File: config.mk
export PLATFORM = sky130hd
export DESIGN_NAME = multi_cycle_control
export DESIGN_NICKNAME = d
export VERILOG_FILES = /design/src/rtl/multi_cycle_control.sv
export SDC_FILE = /design/constraint.sdc
export NUM_CORES = 1
export LEC_CHECK = 0
export BUFFER_PORTS_ARGS = -buffer_cell sky130_fd_sc_hd__buf_4
export CAP_MARGIN = 20
export CORE_MARGIN = 3
export CORE_UTILIZATION = 39
export CTS_CLUSTER_DIAMETER = 30
export DETAILED_ROUTE_END_ITERATION = 8
export GPL_ROUTABILITY_DRIVEN = 0
export GPL_TIMING_DRIVEN = 0
export PLACE_DENSITY = 0.74
export SLEW_MARGIN = 10
export SYNTH_ARGS = -nofsm -noshare
export SYNTH_HDL_FRONTEND = slang
export SYNTH_SLANG_ARGS = --single-unit
export TNS_END_PERCENT = 1
File: constraint.sdc
create_clock -name clock -period 1.55 [get_ports clock]
set_input_delay 0.0775 -clock clock [delete_from_list [all_inputs] [get_ports clock]]
set_output_delay 0.0775 -clock clock [all_outputs]
set_load 0.01 [all_outputs]
File: src/rtl/multi_cycle_control.sv
// Main control FSM for the multi-cycle MIPS datapath. It sequences fetch, decode,
// execute, memory and write-back, and stretches memory states on mem_ready.
module multi_cycle_control (
    input  logic       clock,
    input  logic       reset_n,
    input  logic [5:0] opcode,
    input  logic       mem_ready,
    output logic       pc_write,
    output logic       pc_write_cond,
    output logic       branch_ne,
    output logic       i_or_d,
    output logic       mem_read,
    output logic       mem_write,
    output logic       ir_write,
    output logic       mem_to_reg,
    output logic       reg_write,
    output logic       reg_dst,
    output logic       alu_src_a,
    output logic [1:0] alu_src_b,
    output logic       ext_zero,
    output logic [1:0] alu_op,
    output logic [1:0] pc_source,
    output logic       instr_done,
    output logic       illegal,
    output logic [3:0] state
);

    typedef enum logic [3:0] {
        FETCH        = 4'd0,
        DECODE       = 4'd1,
        MEM_ADDR     = 4'd2,
        MEM_READ     = 4'd3,
        MEM_WB       = 4'd4,
        MEM_WRITE    = 4'd5,
        EXECUTE      = 4'd6,
        R_COMPLETE   = 4'd7,
        BRANCH       = 4'd8,
        JUMP         = 4'd9,
        IMM_EXEC     = 4'd10,
        IMM_COMPLETE = 4'd11
    } state_t;

    localparam logic [5:0] OP_R    = 6'b000000;
    localparam logic [5:0] OP_LW   = 6'b100011;
    localparam logic [5:0] OP_SW   = 6'b101011;
    localparam logic [5:0] OP_BEQ  = 6'b000100;
    localparam logic [5:0] OP_BNE  = 6'b000101;
    localparam logic [5:0] OP_ADDI = 6'b001000;
    localparam logic [5:0] OP_ANDI = 6'b001100;
    localparam logic [5:0] OP_J    = 6'b000010;

    state_t     r_state;
    state_t     w_next_state;
    logic       w_pc_write;
    logic       w_pc_write_cond;
    logic       w_branch_ne;
    logic       w_i_or_d;
    logic       w_mem_read;
    logic       w_mem_write;
    logic       w_ir_write;
    logic       w_mem_to_reg;
    logic       w_reg_write;
    logic       w_reg_dst;
    logic       w_alu_src_a;
    logic [1:0] w_alu_src_b;
    logic       w_ext_zero;
    logic [1:0] w_alu_op;
    logic [1:0] w_pc_source;
    logic       w_instr_done;
    logic       w_illegal;

    // State register; reset forces FETCH without waiting for a clock edge.
    always_ff @(posedge clock or negedge reset_n) begin
        if (!reset_n) begin
            r_state <= FETCH;
        end else begin
            r_state <= w_next_state;
        end
    end

    // Next-state and per-state control decode; everything defaults to 0.
    always_comb begin
        w_next_state    = FETCH;
        w_pc_write      = 1'b0;
        w_pc_write_cond = 1'b0;
        w_branch_ne     = 1'b0;
        w_i_or_d        = 1'b0;
        w_mem_read      = 1'b0;
        w_mem_write     = 1'b0;
        w_ir_write      = 1'b0;
        w_mem_to_reg    = 1'b0;
        w_reg_write     = 1'b0;
        w_reg_dst       = 1'b0;
        w_alu_src_a     = 1'b0;
        w_alu_src_b     = 2'b00;
        w_ext_zero      = 1'b0;
        w_alu_op        = 2'b00;
        w_pc_source     = 2'b00;
        w_instr_done    = 1'b0;
        w_illegal       = 1'b0;
        case (r_state)
            FETCH: begin
                w_mem_read  = 1'b1;
                w_alu_src_b = 2'b01;
                w_ir_write  = mem_ready;
                w_pc_write  = mem_ready;
                if (mem_ready) begin
                    w_next_state = DECODE;
                end else begin
                    w_next_state = FETCH;
                end
            end
            DECODE: begin
                w_alu_src_b = 2'b11;
                case (opcode)
                    OP_LW, OP_SW:     w_next_state = MEM_ADDR;
                    OP_R:             w_next_state = EXECUTE;
                    OP_BEQ, OP_BNE:   w_next_state = BRANCH;
                    OP_J:             w_next_state = JUMP;
                    OP_ADDI, OP_ANDI: w_next_state = IMM_EXEC;
                    default: begin
                        w_next_state = FETCH;
                        w_illegal    = 1'b1;
                    end
                endcase
            end
            MEM_ADDR: begin
                w_alu_src_a = 1'b1;
                w_alu_src_b = 2'b10;
                case (opcode)
                    OP_LW:   w_next_state = MEM_READ;
                    OP_SW:   w_next_state = MEM_WRITE;
                    default: w_next_state = FETCH;
                endcase
            end
            MEM_READ: begin
                w_mem_read = 1'b1;
                w_i_or_d   = 1'b1;
                if (mem_ready) begin
                    w_next_state = MEM_WB;
                end else begin
                    w_next_state = MEM_READ;
                end
            end
            MEM_WB: begin
                w_reg_write  = 1'b1;
                w_mem_to_reg = 1'b1;
                w_instr_done = 1'b1;
                w_next_state = FETCH;
            end
            MEM_WRITE: begin
                w_mem_write  = 1'b1;
                w_i_or_d     = 1'b1;
                w_instr_done = mem_ready;
                if (mem_ready) begin
                    w_next_state = FETCH;
                end else begin
                    w_next_state = MEM_WRITE;
                end
            end
            EXECUTE: begin
                w_alu_src_a  = 1'b1;
                w_alu_op     = 2'b10;
                w_next_state = R_COMPLETE;
            end
            R_COMPLETE: begin
                w_reg_write  = 1'b1;
                w_reg_dst    = 1'b1;
                w_instr_done = 1'b1;
                w_next_state = FETCH;
            end
            BRANCH: begin
                w_alu_src_a     = 1'b1;
                w_alu_op        = 2'b01;
                w_pc_write_cond = 1'b1;
                w_pc_source     = 2'b01;
                w_instr_done    = 1'b1;
                w_branch_ne     = (opcode == OP_BNE);
                w_next_state    = FETCH;
            end
            JUMP: begin
                w_pc_write   = 1'b1;
                w_pc_source  = 2'b10;
                w_instr_done = 1'b1;
                w_next_state = FETCH;
            end
            IMM_EXEC: begin
                w_alu_src_a = 1'b1;
                w_alu_src_b = 2'b10;
                // andi needs a logical AND on a zero-extended immediate
                if (opcode == OP_ANDI) begin
                    w_alu_op   = 2'b11;
                    w_ext_zero = 1'b1;
                end else begin
                    w_alu_op   = 2'b00;
                    w_ext_zero = 1'b0;
                end
                w_next_state = IMM_COMPLETE;
            end
            IMM_COMPLETE: begin
                w_reg_write  = 1'b1;
                w_instr_done = 1'b1;
                w_next_state = FETCH;
            end
            default: begin
                w_next_state = FETCH;
            end
        endcase
    end

    // Gate with reset_n so FETCH's mem_read stays quiet while reset is held.
    assign pc_write      = reset_n & w_pc_write;
    assign pc_write_cond = reset_n & w_pc_write_cond;
    assign branch_ne     = reset_n & w_branch_ne;
    assign i_or_d        = reset_n & w_i_or_d;
    assign mem_read      = reset_n & w_mem_read;
    assign mem_write     = reset_n & w_mem_write;
    assign ir_write      = reset_n & w_ir_write;
    assign mem_to_reg    = reset_n & w_mem_to_reg;
    assign reg_write     = reset_n & w_reg_write;
    assign reg_dst       = reset_n & w_reg_dst;
    assign alu_src_a     = reset_n & w_alu_src_a;
    assign alu_src_b     = {2{reset_n}} & w_alu_src_b;
    assign ext_zero      = reset_n & w_ext_zero;
    assign alu_op        = {2{reset_n}} & w_alu_op;
    assign pc_source     = {2{reset_n}} & w_pc_source;
    assign instr_done    = reset_n & w_instr_done;
    assign illegal       = reset_n & w_illegal;
    assign state         = r_state;

endmodule

Word-level counts from Yosys, hierarchy flattened
Index checks and enable logic that the tools add are counted.
{"block": "op_classes", "mux": 26, "reduce_logical": 12, "eq_ne": 18, "bitwise": 17}
{"operator": "$pmux W4 S7", "count": 1}
{"operator": "$pmux W4 S5", "count": 1}
{"operator": "$eq A4 B3 Y1 const B", "count": 4}
{"operator": "$eq A4 B4 Y1 const B", "count": 4}
{"operator": "$mux W1", "count": 15}
{"operator": "$and A1 B1 Y1", "count": 14}
{"operator": "$eq A6 B3 Y1 const B", "count": 2}
{"operator": "$eq A6 B4 Y1 const B", "count": 2}
{"operator": "$eq A6 B6 Y1 const B", "count": 2}
{"operator": "$pmux W2 S3", "count": 2}
{"operator": "$reduce_or A2 Y1", "count": 6}
{"operator": "$eq A4 B2 Y1 const B", "count": 2}
{"operator": "$reduce_or A8 Y1", "count": 1}
{"operator": "$and A2 B2 Y2", "count": 3}
{"operator": "$eq A6 B2 Y1 const B", "count": 1}
{"operator": "$logic_not A6 Y1", "count": 1}
{"operator": "$mux W3", "count": 2}
{"operator": "$pmux W3 S2", "count": 1}
{"operator": "$reduce_or A5 Y1", "count": 1}
{"operator": "$eq A4 B1 Y1 const B", "count": 1}
{"operator": "$logic_not A4 Y1", "count": 1}
{"operator": "$pmux W1 S2", "count": 2}
{"operator": "$pmux W2 S2", "count": 1}
{"operator": "$reduce_or A4 Y1", "count": 1}
{"operator": "2 further kinds", "count": 2}
{"block": "totals", "register_bits": 4, "out_inout_bits": 24, "wordCells": 74}

Depth between registers and ports, before layout
{"block": "logic_depth", "depth_word": 5, "depth_mapped": 5}

Worst setup path after synthesis
No wires, ideal clock.
{"block": "synth_timing", "kind": "register -> register", "from": "reg r_state[1] (netlist: state[1])", "to": "reg r_state[0] (netlist: state[0])", "path_slack_ns": -0.103, "n_path_buf": 0, "t_arrival_ns": 1.582, "required_ns": 1.479, "path_stages_with_launch": 4, "path_cell_list": "dfrtp_1 or4b_4 or4_1 nand4_1"}
{"block": "synth_between", "elab_chain_cells": 2, "elab_cells_between_ends": 8}
{"element": "from (decl)", "line": "52", "rtl": "state_t r_state;"}
{"element": "from (signal assigned)", "line": "77", "rtl": "r_state <= w_next_state;"}
{"element": "$eq A4 B4 Y1, or another cell as far along", "line": "101", "rtl": "case (r_state)"}
{"element": "$pmux W4 S7 *", "line": "101"}
{"element": "via w_next_state[0]", "line": "53", "rtl": "state_t w_next_state;"}
The timed path passes the listed nets; every way through them passes the cells marked *.

Final worst setup path
{"block": "layout_timing", "from": "reg r_state[3] (netlist: state[3])", "to": "reg r_state[0] (netlist: state[0])"}
Same word-level chain as after synthesis.

==> flow_metrics.env <==
export IMPL_routed_wl_met3_um=99
export IMPL_path_max_fanout=5
export IMPL_violations="setup timing"
export IMPL_grt_max_degree=12
export IMPL_synth_edff_count=0
export IMPL_hold_path_class="input pin to flip-flop"
export IMPL_rows=13
export IMPL_max_cap_violations=0
export IMPL_syn_num_nets=98
export IMPL_crit_type="flip-flop to flip-flop"
export IMPL_routed_wl_um=2170
export IMPL_rsz0062_at_grt="yes"
export IMPL_slew_headroom=0.697
export IMPL_synth_compound_area_frac=0.186
export IMPL_slowest_delay_ns=0.56
export IMPL_synth_xor_area_share=0.0143
export IMPL_slowest_stage="or4b_4"
export IMPL_synth_area_um2=612
export IMPL_min_period_over_period=1.01
export IMPL_yosys_cell_types_count=36
export IMPL_path_cells="or4b_4, or4_1, nand4_1"
export IMPL_clock_path_buffers=2
export IMPL_tritoncts="built"
export IMPL_top_layer_used="met4"
export IMPL_final_area_mm2=0.00101
export IMPL_multi_input_area_um2=520
export IMPL_diodes=0
export IMPL_worstReg2RegStart="state[3]"
export IMPL_largest_reg_flops=4
export IMPL_synthArstFlopShare=1.00
export IMPL_reg2reg_slack_ns=-0.02
export IMPL_skew_ns=0.00931
export IMPL_core_area_mm2=0.00138
export IMPL_end_kind="flip-flop"
export IMPL_numPortBuffers=32
export IMPL_cp_start_kind="flip-flop"
export IMPL_crit_family="simple AND/OR/NAND/NOR gates"
export IMPL_timing_rr_end="state[0]"
export IMPL_required_ns=1.71
export IMPL_wl_met2_um=1110
export IMPL_r2r_cells=3
export IMPL_synth_avg_cell_area_um2=6.87
export IMPL_ff_latch_area_um2=104
export IMPL_grt_pass1_wl_um=3150
export IMPL_grtUsageTotal=0.203
export IMPL_die_h_um=45.6
export IMPL_netlist_instances=89
export IMPL_startpoint="state[3]"
export IMPL_setup_slack_ns=-0.0178
export IMPL_nets=141
export IMPL_grt_pass1_vias=748
export IMPL_vdd_ir_drop_max_v=0.000456
export IMPL_endpoint="state[0]"
export IMPL_placed_area_um2=873
export IMPL_synth_flop_cell="dfrtp_1"
export IMPL_status="finished, violations left"
export IMPL_root_buffer="clkbuf_4"
export IMPL_drive_gt1_frac=0.458
export IMPL_num_vias=856
export IMPL_power_density_mw_per_mm2=459
export IMPL_dpl_hpwl_um=1460
export IMPL_hold_viol=0
export IMPL_cts_sinks=4
export IMPL_path_depth=3
export IMPL_seq_area_frac_synth=0.164
export IMPL_pin_count=33
export IMPL_remaining_drc_errors=0
export IMPL_power_leakage_uw=0.000459
export IMPL_drtAntennaViolNets=0
export IMPL_avgRoutedWirePerCell_um=14.8
export IMPL_period_minus_slack_ns=1.57
export IMPL_drv_slew=0
export IMPL_viasPerCell=5.86
export IMPL_first_pass_iters=4
export IMPL_clk_insertion_delay_late_ns=0.24
export IMPL_setup_viol=1
export IMPL_hold_ws_ns=0.149
export IMPL_yosysWarnings=0
export IMPL_synth_fa_ha_area_frac=0
export IMPL_synth_top_family_by_area="simple AND/OR/NAND/NOR gates"
export IMPL_die_w_um=45.6
export IMPL_drtIter0Drc=19
export IMPL_wl_met1_um=948
export IMPL_worst_slew_pin_slew_ns=0.450
export IMPL_antenna_found_initial=0
export IMPL_fill_cells=112
export IMPL_grt_ovfl_total=0
export IMPL_yosys_area_share_simple=0.581
export IMPL_cts_buffers=3
export IMPL_cp_num_buf_inv=0
export IMPL_die_area_mm2=0.00208
export IMPL_syn2layout_area_growth_pct=65.0
export IMPL_fmax_mhz=638
export IMPL_htreeDepth=1
export IMPL_crit_arrival_ns=1.73
export IMPL_initial_core_util=0.443
export IMPL_synth_mux_area_frac=0
export IMPL_synth_seq_cells=4
export IMPL_cts_reportedPaths_clkPinSlew_ns=0.04
-- how the worst min path moves through the flow --
stage | startpoint | to | slack (ns) | cells past startpoint
floorplan | reset_n | state[0] | -0.22 | 0
CTS | opcode[3] | state[1] | 0.13 | 2
global route | opcode[3] | state[1] | 0.14 | 2
global placement | reset_n | state[0] | -0.09 | 1
detailed placement | reset_n | state[0] | -0.09 | 1
finish | opcode[3] | state[1] | 0.15 | 2
-- synthesized netlist by cell type (3+ instances only) --
| master | number | area share |
|---|---|---|
| nand2_1 | 7 | 0.043 |
| nor3_1 | 8 | 0.065 |
| o21ai_0 | 4 | 0.033 |
| dfrtp_1 | 4 | 0.16 |
| a21oi_1 | 3 | 0.025 |
| nor3b_1 | 3 | 0.037 |
| nor2_1 | 7 | 0.043 |
| nand2b_1 | 7 | 0.072 |
| clkbuf_1 | 5 | 0.031 |
| and4_1 | 3 | 0.043 |
| nor2b_1 | 6 | 0.061 |
| nand3_1 | 3 | 0.025 |
-- area by class of cell --
cell class              instances  share of cell area
flip-flops and latches          4               0.103
multi-input cells              77               0.515
repair buffers                 38               0.283
inverters                       2             0.00743
clock buffers                   4              0.0260
well taps                      15              0.0186
plain buffers                   6              0.0471
-- kinds of logic after synthesis --
group / count (synthesis)
flip-flops: 4
XOR/XNOR: 1
AND/OR/NAND/NOR: 59
AO/OA/AOI/OAI: 17
buffers and inverters: 8
-- stage by stage --
step           total power (µW)  setup TNS [ns]  setup slack [ns]  cells  utilization
2_1_floorplan               205         -0.0755           -0.0755     89            -
3_3_place_gp                282          -0.173            -0.129    136        0.632
3_5_place_dp                284          -0.186            -0.121    136        0.632
4_1_cts                     444      -0.0000612        -0.0000612    144        0.689
5_1_grt                     501          -0.172           -0.0443    146        0.730
6_report                    463         -0.0178           -0.0178    146        0.730
-- per-layer routing --
metal,track usage,vias up
met5,0,-
met4,0.0936,0
met3,0.0237,2
met2,0.340,35
met1,0.256,398
li1,-,421
-- repair_timing --
item	in CTS	in global routing
endpoints found under the hold margin	4	0
hold buffers	1	0
pin swaps	1	2
endpoints found under the setup margin	18	19
buffers inserted	3	2
resized for setup	8	21
-- power breakdown --
| group | switching, µW | total (µW) | internal [µW] |
|---|---|---|---|
| logic | 105 | 205 | 100 |
| registers | 5.30 | 116 | 110 |
| clock network | 45.8 | 143 | 96.8 |
-- cells in the final DEF (no fill, tap or decap), drive strengths merged, types with 2 or more instances in the layout --
| master | instances |
|---|---|
| a21oi | 3 |
| inv | 2 |
| nand2 | 7 |
| and4 | 3 |
| nand4b | 2 |
| buf | 42 |
| nor2b | 6 |
| nor4 | 2 |
| clkbuf | 5 |
| nand2b | 7 |
| o21ai | 5 |
| or2 | 2 |
| dfrtp | 4 |
| nor3 | 8 |
| nand4 | 2 |
| nor2 | 7 |
| nand3 | 3 |
| nor3b | 3 |
| or4 | 2 |
Note: power is estimated with default switching activity, not from simulation.
